**config.mk**
```make
export PLATFORM = sky130hd
export DESIGN_NAME = counter_seq_ctrl
export DESIGN_NICKNAME = d
export VERILOG_FILES = /design/src/rtl/counter_seq_pkg.sv /design/src/rtl/counter_seq_dp.sv /design/src/rtl/counter_seq_ctrl.sv
export SDC_FILE = /design/constraint.sdc
export NUM_CORES = 1
export LEC_CHECK = 0
export BUFFER_PORTS_ARGS = -buffer_cell sky130_fd_sc_hd__buf_2
export CAP_MARGIN = 20
export CORE_AREA = 2 2 62 64
export DETAILED_ROUTE_END_ITERATION = 7
export DIE_AREA = 0 0 64 66
export PLACE_DENSITY_LB_ADDON = 0.12
export SYNTH_ARGS = -nofsm -noshare
export SYNTH_HDL_FRONTEND = slang
export SYNTH_SLANG_ARGS = --single-unit
```
**constraint.sdc**
```tcl
create_clock -name clk -period 2 [get_ports clk]
set_input_delay 0.2 -clock clk [delete_from_list [all_inputs] [get_ports clk]]
set_output_delay 0.2 -clock clk [all_outputs]
set_load 0.01 [all_outputs]
```
**src/rtl/counter_seq_pkg.sv**
```systemverilog
// Shared types and constants for the command-driven counter sequencer.
package counter_seq_pkg;

  typedef enum logic [1:0] {
    ST_IDLE = 2'd0,
    ST_RUN  = 2'd1,
    ST_DONE = 2'd2
  } state_t;

  localparam logic [1:0] OP_LOAD  = 2'd0;
  localparam logic [1:0] OP_RUN   = 2'd1;
  localparam logic [1:0] OP_CLEAR = 2'd2;
  localparam logic [1:0] OP_NOP   = 2'd3;

  localparam logic [7:0] RESET_VAL_DEFAULT = 8'd20;

endpackage

```
**src/rtl/counter_seq_dp.sv**
```systemverilog
// Counter datapath: count register with load/clear/increment and wrap flag.
// COUNTER_SEQ_SAT_EN: saturate at max and make wrap a sticky saturation flag.
module counter_seq_dp #(
  parameter int unsigned        WIDTH     = 8,
  parameter logic [WIDTH-1:0]   RESET_VAL = '0
) (
  input  logic             clk,
  input  logic             rst,
  input  logic             load_en,
  input  logic             clear_en,
  input  logic             inc_en,
  input  logic [WIDTH-1:0] load_val,
  output logic [WIDTH-1:0] count,
  output logic             wrap
);

  logic at_max;
  assign at_max = (count == '1);

`ifdef COUNTER_SEQ_SAT_EN
  // Saturating counter; wrap latches on the first clipped step until LOAD/CLEAR.
  always_ff @(posedge clk or posedge rst) begin
    if (rst) begin
      count <= RESET_VAL;
      wrap  <= 1'b0;
    end else begin
      if (load_en) begin
        count <= load_val;
        wrap  <= 1'b0;
      end else if (clear_en) begin
        count <= RESET_VAL;
        wrap  <= 1'b0;
      end else if (inc_en) begin
        if (at_max) begin
          wrap <= 1'b1;
        end else begin
          count <= count + WIDTH'(1);
        end
      end
    end
  end
`else
  // Modulo counter; wrap pulses in the cycle that shows the wrapped value.
  always_ff @(posedge clk or posedge rst) begin
    if (rst) begin
      count <= RESET_VAL;
      wrap  <= 1'b0;
    end else begin
      wrap <= inc_en && at_max;
      if (load_en) begin
        count <= load_val;
      end else if (clear_en) begin
        count <= RESET_VAL;
      end else if (inc_en) begin
        count <= count + WIDTH'(1);
      end
    end
  end
`endif

endmodule

```
**src/rtl/counter_seq_ctrl.sv**
```systemverilog
// Command sequencer FSM (IDLE/RUN/DONE) driving the counter datapath.
// COUNTER_SEQ_SAT_EN selects saturating arithmetic in counter_seq_dp.
module counter_seq_ctrl
  import counter_seq_pkg::*;
#(
  parameter int unsigned      WIDTH     = 8,
  parameter logic [WIDTH-1:0] RESET_VAL = WIDTH'(RESET_VAL_DEFAULT)
) (
  input  logic             clk,
  input  logic             rst,
  input  logic             cmd_valid,
  output logic             cmd_ready,
  input  logic [1:0]       cmd_op,
  input  logic [WIDTH-1:0] cmd_data,
  input  logic             abort,
  output logic [WIDTH-1:0] count_out,
  output logic             busy,
  output logic             done,
  output logic             wrap
);

  state_t           state_q, state_d;
  logic [WIDTH-1:0] remain_q, remain_d;
  logic             load_en, clear_en, inc_en;

  // State and step-count registers.
  always_ff @(posedge clk or posedge rst) begin
    if (rst) begin
      state_q  <= ST_IDLE;
      remain_q <= '0;
    end else begin
      state_q  <= state_d;
      remain_q <= remain_d;
    end
  end

  // Next-state and datapath controls; abort takes priority over the final step.
  always_comb begin
    state_d  = state_q;
    remain_d = remain_q;
    load_en  = 1'b0;
    clear_en = 1'b0;
    inc_en   = 1'b0;
    unique case (state_q)
      ST_IDLE: begin
        if (cmd_valid) begin
          unique case (cmd_op)
            OP_LOAD:  load_en  = 1'b1;
            OP_CLEAR: clear_en = 1'b1;
            OP_RUN: begin
              if (cmd_data != '0) begin
                remain_d = cmd_data;
                state_d  = ST_RUN;
              end else begin
                state_d  = ST_DONE;
              end
            end
            default: ;
          endcase
        end
      end
      ST_RUN: begin
        if (abort) begin
          state_d = ST_IDLE;
        end else begin
          inc_en   = 1'b1;
          remain_d = remain_q - WIDTH'(1);
          if (remain_q == WIDTH'(1)) begin
            state_d = ST_DONE;
          end
        end
      end
      ST_DONE: state_d = ST_IDLE;
      default: state_d = ST_IDLE;
    endcase
  end

  assign cmd_ready = (state_q == ST_IDLE);
  assign busy      = (state_q == ST_RUN);
  assign done      = (state_q == ST_DONE);

  counter_seq_dp #(
    .WIDTH     (WIDTH),
    .RESET_VAL (RESET_VAL)
  ) u_dp (
    .clk      (clk),
    .rst      (rst),
    .load_en  (load_en),
    .clear_en (clear_en),
    .inc_en   (inc_en),
    .load_val (cmd_data),
    .count    (count_out),
    .wrap     (wrap)
  );

endmodule

```
Word level (Yosys, flattened, before mapping)
Cells that the tools add are included.
W data, S select, Z words.
{"block": "totals", "reg_bits": 19, "inputBits": 14, "out_inout_bits": 12, "word_cells": 47}
{"block": "classes", "addsub": 2, "n_eq_ne": 11, "muxes": 22, "reduce_logical": 8}
{"operator": "$mux W8", "count": 7}
{"operator": "$pmux W8 S2", "count": 1}
{"operator": "$mux W2", "count": 5}
{"operator": "$add A8 B1 Y8 const B", "count": 1}
{"operator": "$eq A8 B1 Y1 const B", "count": 1}
{"operator": "$eq A8 B8 Y1 const B", "count": 1}
{"operator": "$mux W1", "count": 8}
{"operator": "$reduce_bool A8 Y1", "count": 1}
{"operator": "$sub A8 B1 Y8 const B", "count": 1}
{"operator": "$reduce_and A5 Y1", "count": 1}
{"operator": "$eq A2 B1 Y1 const B", "count": 2}
{"operator": "$eq A2 B2 Y1 const B", "count": 2}
{"operator": "$logic_not A2 Y1", "count": 2}
{"operator": "$ne A2 B1 Y1 const B", "count": 2}
{"operator": "$ne A2 B2 Y1 const B", "count": 2}
{"operator": "$pmux W2 S2", "count": 1}
{"operator": "$ne A3 B2 Y1 const B", "count": 1}
{"operator": "$reduce_and A3 Y1", "count": 1}
{"operator": "$reduce_bool A3 Y1", "count": 1}
{"operator": "$reduce_bool A2 Y1", "count": 1}
{"operator": "$logic_and A1 B1 Y1", "count": 1}

Longest topological paths before layout
Gate-level depths: netlist of the first run.
{"block": "logic_depth", "word_depth": 6, "mapped_depth": 6, "depth_no_buf": 6}

Hierarchy
Synthesis of the first run repeated with hierarchy kept, for this count alone.
{"block": "hier_totals", "cells_unflattened": 122, "hier_area_um2": 1224.9}
{"module": "counter_seq_ctrl", "n_inst": 1, "cells_per_inst": 67, "area_each_um2": 701.9, "seq_area_each_um2": 250.2}
{"module": "counter_seq_dp", "n_inst": 1, "cells_per_inst": 55, "area_each_um2": 523.0, "seq_area_each_um2": 227.7}

Worst setup path after synthesis of the first run
OpenSTA, ideal clock, no wires.
{"block": "synth_timing", "kind": "reg2reg", "from": "register state_q[1]", "to": "register remain_q[5]", "setup_ps": 131, "arrival_ps": 1423, "required_time_ps": 1869, "slack_ps": 446, "path_stages_with_launch": 7, "path_buffers": 2, "synth_period_minus_slack_ps": 1554, "cell_sequence": "dfrtp_1 > buf_2 > nor3b_4 > buf_6 > nand2_2 > o31ai_2 > o22ai_1"}
{"block": "synth_between", "elab_chain_cells": 3, "elab_cells_between_ends": 9, "cone_classes": "eq/ne (5); mux (1); reduce/logical (3)"}
{"item": "start: declaration", "line_no": "counter_seq_ctrl.sv:22", "rtl": "state_t state_q, state_d;"}
{"item": "start signal: assignment", "line_no": "counter_seq_ctrl.sv:32", "rtl": "state_q <= state_d;"}
{"item": "$eq A2 B1 Y1 or $logic_not A2 Y1 (tied branches)", "line_no": "counter_seq_ctrl.sv:44", "rtl": "unique case (state_q)"}
{"item": "$ne A2 B2 Y1 (no source line), or another cell as far along"}
{"item": "$reduce_and A5 Y1 (no source line)"}
{"item": "end signal: assignment", "line_no": "counter_seq_ctrl.sv:33", "rtl": "remain_q <= remain_d;"}
{"item": "end: declaration", "line_no": "counter_seq_ctrl.sv:23", "rtl": "logic [WIDTH-1:0] remain_q, remain_d;"}
Several ways; a longest one is shown, not always the timed one.
A chain may end at the register's enable or synchronous reset.

Worst setup path after layout of the first run
{"block": "layout_timing", "from": "register state_q[1]", "to": "output busy"}
{"block": "layout_between", "elab_chain_cells": 1}
{"item": "$eq A2 B1 Y1", "line_no": "counter_seq_ctrl.sv:79", "rtl": "assign busy = (state_q == ST_RUN);"}
{"item": "end: declaration", "line_no": "counter_seq_ctrl.sv:17", "rtl": "output logic busy,"}
No other way between the ends.

==> results of run 1 <==
## flip-flops by register name, indices dropped and copies added (netlist names)
signal	flops
state_q	2
u_dp.wrap	1
remain_q	8
u_dp.count	8
## critical path: cells and delay by family (launching register included)
family / cells / cell delay, ns
buffers and inverters: 2 / 0.27
and+or+nand+nor: 1 / 0.43
DFF: 1 / 0.51
## cells in the mapped netlist, drive strengths merged, types with 2 or more instances
library cell / instances
nor4b: 2
dfrtp: 17
nand4: 2
o22ai: 6
nor4: 2
xor2: 7
o21ai: 7
clkbuf: 2
ha: 3
nand2: 7
or4: 2
inv: 6
nand3b: 7
nor3: 5
dfstp: 2
buf: 2
nand3: 5
and2: 2
nor2: 6
nand4bb: 2
mux2i: 2
o31ai: 2
a21oi: 8
## stage by stage
step / util [%] / hold WS, ns / worst slack (ns) / total power [mW]
3_3_place_gp: 39.50 / 0.3587 / 0.4237 / 1.028
5_1_grt: 40.24 / 0.05856 / 0.1873 / 1.330
3_5_place_dp: 39.50 / 0.3570 / 0.3884 / 1.038
6_report: 40.24 / -0.01421 / 0.2980 / 1.236
2_1_floorplan: - / 0.1497 / 0.4460 / 0.8779
4_1_cts: 40.24 / 0.01664 / 0.2887 / 1.243
## per-layer routing
layer	routed length, um	global-route usage [%]
met1	1284	17.55
met2	1473	27.08
met3	99	1.533
met4	47	6.522
met5	0	0
## worst paths after layout
| check | cells after the start | slack [ns] | end |
|---|---|---|---|
| min in group clk | 3 | 0.16 | u_dp.count[5] |
| worst min register to register | 2 | 0.56 | u_dp.wrap |
| max in group asynchronous | 2 | 1.56 | state_q[0] |
| worst max-delay path | 3 | 0.30 | busy |
| worst max register to register | 3 | 0.43 | remain_q[4] |
| worst min-delay path | 2 | -0.01 | u_dp.wrap |
## kinds of logic after synthesis
family / after synthesis
fa+ha+maj: 3
buf+inv: 10
mux: 2
flops: 19
xor+xnor: 7
simple gates: 50
compound gates: 33
## power by group
| group | switching, mW | internal [mW] | leakage (nW) |
|---|---|---|---|
| sequential | 0.110 | 0.488 | 0.236 |
| clock | 0.128 | 0.0780 | 0.0150 |
| combinational | 0.235 | 0.197 | 0.367 |
| total | 0.473 | 0.763 | 0.617 |
## cell type report
cell class | instances | area [sq um]
timing repair buffer | 29 | 155.1
tap | 48 | 60.06
inverter | 6 | 22.52
multi-input combinational | 95 | 686.9
sequential | 19 | 478.0
clock buffer | 4 | 26.28
fill | 346 | 2122
==> metrics.md, run 1 <==
| Metric | Value |
|---|---|
| Startpoint class of the critical path | register |
| Hold Fails Final Rpt | 17 |
| Fmax | between 500 and 600 MHz |
| RSZ-0062 raised after global routing | no |
| Num CTS Buffers | 3 |
| First-pass GRT wire length | approximately 5 mm |
| Crit path max fanout | 14 |
| PD cells | 864.8 nW/um^2 |
| Clock slew at reported path FFs | 0.11 ns |
| WP data arrival | roughly 1.5 ns |
| Max-Cap Viols | 0 |
| Post-synthesis sequential area ratio | 39.46% |
| Die Area | 4224 sq um |
| Clock sink count | 19 |
| Core box area | 3551 sq um |
| Largest family of logic cells by synthesized area | simple AND/OR/NAND/NOR gates |
| PortBufs | 25 |
| Post-CTS Resized | 0 |
| Layout cells sized above 1 | 26.80% |
| Hold Path Class | in2async |
| Post-route clock skew | between 0.006 and 0.007 ns |
| Clock latency at the later pin of the worst-skew pair | 0.31 ns |
| HPWL after detailed placement | 2.243 mm |
| Grt total ovfl | 0 |
| Number of synthesized flops with an enable pin | 0 |
| Hold slack final | -0.01421 ns |
| Final setup violation count | 0 |
| Worst setup path start | state_q[1] |
| Final Net Count | 171 |
| Dpl cells | 197 |
| Longest Clk Path Bufs | 2 |
| Data required, critical path | 1.80 ns |
| DRC viols | 0 |
| Synth Area in Adders | 3.099% |
| Failing checks | hold timing |
| Ant diodes | 0 |
| DR vias | roughly 1100 |
| Cell Chain, Critical Path | or2b_1, inv_1, buf_2 |
| Multiplexer share of the synthesized area | 1.653% |
| Most frequent cells in the layout | buf_2, dfrtp_1, a21oi_1 |
| Kind of critical path | reg2out |
| Final Non-Filler Cells | roughly 200 |
| WL final | 2.905 mm |
| Pleak | 0.6174 nW |
| Status | finished with violations |
| Slew @ Worst Pin | between 0.7 and 0.8 ns |
| Die H | 66 um |
| Cells after synthesis | 124 |
| Max incr delay on CP | 0.51 ns |
| Most common flop cell mapped by yosys | dfrtp_1 |
| GPL Wtd Cong | between 0.7 and 0.8 |
| Critical Path Sink Type | output pin |
| TritonCTS clock tree | done |
| Initial core utilization | 34.11% |
| # H-tree levels | 1 |
| YS warnings | 0 |
| Vias in the first global route | between 1000 and 1500 |
| Final min period | 1.702 ns |
| Initial antenna violation count | 0 |
| Share of the synthesized area in the top cell type | 35.12% |
| Largest area contributor in the netlist | dfrtp_1 |
| Starting DRT DRC Count | 35 |
| Design Area, Final | 1429 sq um |
| Area contributors post-synth | dfrtp_1, xor2_1, dfstp_2 |
| Slew Limit Fails | 0 |
| Post-DR wirelength/cell | about 14 um |
| Hold-fix buffers, CTS | 0 |
| Antenna-violating nets left | 0 |
| Netlist cell types | 47 |
| Critical R2R Launch | state_q[1] |
| Post-synthesis compound-gate area fraction | roughly 19% |
| Asr flop ratio synth | 100.0% |
| Post-Synth XOR/XNOR Area | 5.062% |
| Final Cycle Share | 85.10% |
| Rel. slew slack | 51.83% |
| FF+latch count, synth | 19 |
| Die width | 64 um |
| Peak supply drop | 384.2 uV |
| Total GRT Usage | 14.84% |
| Mapped Nets | 141 |
| Pin count of the biggest net entering global routing | 20 |
| Simple-gate portion of the synthesized area | 28.31% |
| DR pass1 iterations | 4 |
| # rows | 22 |
| Slowest stage cell, crit path | dfrtp_1 |
| Mean Syn Cell Area | 9.767 sq um |
| Routed vias/inst | roughly 5.3 |
| Most common cell after layout, fill and taps aside | buf_2 |
| Area Growth Syn to Fin | 17.98% |
| Post-DP Area | 1403 sq um |
| Syn Std Cell Area | 1211 sq um |
| Top-level I/O count | 26 |
| Post-CTS Setup Bufs | 0 |
| Root buffer cell | clkbuf_4 |
| Setup TNS | 0 ns |
(Power assumes the default switching activity.)
==> inputs of run 2 (changes only) <==
- CORE_AREA: 2 2 62 64 -> 2 2 63 65
- DIE_AREA: 0 0 64 66 -> 0 0 65 67
- SYNTH_HIERARCHICAL: not set -> 1
==> metrics.md, run 2 <==
| Metric | Value |
|---|---|
| Status | complete, no violations |
| Longest Clk Path Bufs | 2 (unchanged) |
| Vias in the first global route | 1065 (+0.85%) |
| Mapped Nets | 139 (-1.4%) |
| Slew @ Worst Pin | 0.5275 ns (-0.1942 ns) |
| Die H | 67 um (+1.5%) |
| Post-place setup slack | 0.2652 ns (-0.1232 ns) |
| Top cells by count, synth | dfrtp_1, a21oi_1, nand2_1, nand3_1, inv_1 |
| Clock latency at the later pin of the worst-skew pair | 0.25 ns (-0.06 ns) |
| Most common cell in the netlist | dfrtp_1 |
| Fin util | 41.46% (+1.2 points) |
| Post-route clock skew | 0.002727 ns (-0.004122 ns) |
| Setup TNS | 0 ns (unchanged) |
| Initial core utilization | 33.97% (-0.14 points) |
| Final Net Count | 173 (+1.2%) |
| Multi-input gate area | 710.7 sq um (+3.5%) |
| Final worst slack | 0.2375 ns (-0.06047 ns) |
| Layout cells sized above 1 | 34.84% (+8.0 points) |
| Clock sink count | 19 (unchanged) |
| Top-level I/O count | 26 (unchanged) |
| Post-DP Area | 1439 sq um (+2.6%) |
| Peak supply drop | 324.1 uV (-16%) |
| Biggest regs | remain_q x8, u_dp/count x8, state_q x2 |
| Sequential cell area | 478.0 sq um (unchanged) |
| Die width | 65 um (+1.6%) |
| Post-DR wirelength/cell | 14.66 um (+1.4%) |
| Slew Limit Fails | 0 (unchanged) |
| Number of synthesized flops with an enable pin | 0 (unchanged) |
| Initial antenna violation count | 0 (unchanged) |
| Pin count of the biggest net entering global routing | 14 (-30%) |
| Root buffer cell | clkbuf_8 |
| PortBufs | 25 (unchanged) |
| Netlist cell types | 51 (+8.5%) |
| Startpoint class of the critical path | register |
| Fillers | 353 (+2.0%) |
| Num CTS Buffers | 3 (unchanged) |
| Starting DRT DRC Count | 75 (+110%) |
| Dpl cells | 198 (+0.51%) |
| Syn Std Cell Area | 1225 sq um (+1.1%) |
| DR pass1 iterations | 4 (unchanged) |
| # H-tree levels | 1 (unchanged) |
| Clock slew at reported path FFs | 0.07 ns (-0.04 ns) |
| Data required, critical path | 2.18 ns (+0.38 ns) |
| Final Non-Filler Cells | 203 (+1.0%) |
| PD cells | 882.6 nW/um^2 (+2.1%) |
| # rows | 22 (unchanged) |
| Design Area, Final | 1495 sq um (+4.6%) |
| Fmax | 567.4 MHz (-3.4%) |
| Crit path max fanout | 13 (-1) |
| Area Growth Syn to Fin | 22.06% |
| RSZ-0062 raised after global routing | no |
| WP data arrival | 1.94 ns (+0.44 ns) |
| Ant diodes | 0 (unchanged) |
| TritonCTS clock tree | done |
| Worst R2R Path Depth | 7 (+4) |
| Share of the synthesized area in the top cell type | 34.73% (-0.39 points) |
| Post-CTS Setup Bufs | 0 (unchanged) |
| Max-Cap Viols | 0 (unchanged) |
| Cells after synthesis | 122 (-1.6%) |
| Die Area | 4355 sq um (+3.1%) |
| GPL Wtd Cong | 0.7839 (-1.5%) |
| Hold Fails Final Rpt | 0 (-17) |
| Kind of critical path | reg2reg |
| Critical Path Sink Type | register |
| WL final | 2.975 mm (+2.4%) |
| YS warnings | 6 (+6) |
| Pleak | 0.6444 nW (+4.4%) |
| Mean Syn Cell Area | 10.04 sq um (+2.8%) |
| Routed vias/inst | 5.483 (+4.3%) |
| Grt total ovfl | 0 (unchanged) |
| Rel. slew slack | 64.83% (+13 points) |
| FF+latch count, synth | 19 (unchanged) |
| HPWL after detailed placement | 2.346 mm (+4.6%) |
| Most frequent cells in the layout | buf_2, dfrtp_1, a21oi_1 |
| Area contributors post-synth | dfrtp_1, dfstp_2, a21oi_1 |
| Final Cycle Share | 88.13% (+3.0 points) |
| Most common cell after layout, fill and taps aside | buf_2 |
| Total GRT Usage | 15.05% (+0.21 points) |
| Most common flop cell mapped by yosys | dfrtp_1 |
| Core box area | 3606 sq um (+1.6%) |
| Asr flop ratio synth | 100.0% (unchanged) |
| First-pass GRT wire length | 4.988 mm (+1.8%) |
| Final setup violation count | 0 (unchanged) |
| DR vias | 1113 (+5.3%) |
| Hold Path Class | in2reg |
| Largest area contributor in the netlist | dfrtp_1 |
| Final min period | 1.763 ns (+0.06047 ns) |
| Post-synthesis sequential area ratio | 39.02% (-0.44 points) |
| Antenna-violating nets left | 0 (unchanged) |
| Hold depth | 3 |
| DRC viols | 0 (unchanged) |
## run 2: cells by family (layout without fill, tap and decap cells)
kind of cell / Yosys count / count (layout) / share of synthesized area [%]
XOR/XNOR: 3 / 3 / 2.145
multiplexers: 1 / 1 / 0.9192
buffers and inverters: 9 / 42 / 3.473
flip-flops: 19 / 19 / 39.02
AND/OR/NAND/NOR: 50 / 50 / 27.68
adder cells (fa/ha/maj): 3 / 3 / 3.065
AO/OA/AOI/OAI: 37 / 37 / 23.70
## run 2: path summary, 6_finish.rpt
check | start | end | slack, ns
setup / recovery | state_q[1] | u_dp/count[5] | 0.24
hold / removal | cmd_data[4] | remain_q[4] | 0.22
setup reg to reg | state_q[1] | u_dp/count[5] | 0.24
hold reg to reg | u_dp/count[2] | u_dp/count[6] | 0.59
max in group asynchronous | rst | u_dp/count[2] | 1.24
min in group asynchronous | rst | u_dp/count[6] | 0.46
## run 2: timing repair
item / CTS / global route
resized for setup: 0 / 0
endpoints found under the hold margin: 17 / 0
hold buffers: 1 / 0
## run 2: metrics by stage
| step | hold slack [ns] | power, mW |
|---|---|---|
| 6_report | 0.2214 | 1.320 |
| 5_1_grt | 0.2179 | 1.426 |
| 4_1_cts | 0.2276 | 1.333 |
| 3_5_place_dp | 0.1934 | 1.061 |
| 3_3_place_gp | 0.1822 | 1.063 |
| 2_1_floorplan | 0.02649 | 0.9018 |
## run 2: cell type report
cell class / instances / share of cell area, %
inverter: 8 / 2.343
clock inverter: 1 / 0.3347
tap: 48 / 4.017
clock buffer: 3 / 2.762
sequential: 19 / 31.97
timing repair buffer: 30 / 11.05
multi-input combinational: 94 / 47.53
## run 2: where the power goes
part | switching, mW | total, mW | internal (mW)
logic | 0.222 | 0.423 | 0.201
clock network | 0.128 | 0.267 | 0.138
registers | 0.143 | 0.630 | 0.487
total | 0.494 | 1.32 | 0.826
## run 2: critical path: stages (launching register included)
cell and delay (ns):
dfrtp_1 0.44, nand2b_2 0.26, inv_2 0.11, nand2b_4 0.09, clkinv_4 0.12, or3_4 0.15, or3b_1 0.37, a22oi_2 0.15
## run 2: routing by layer
layer  GRT usage (%)  share of wire (%)  vias up
met2           27.32                 50       30
met5               0                  0        -
met3           2.703                4.4        4
li1                -                  -      540
met4           3.989                1.1        0
met1           18.21                 44      539
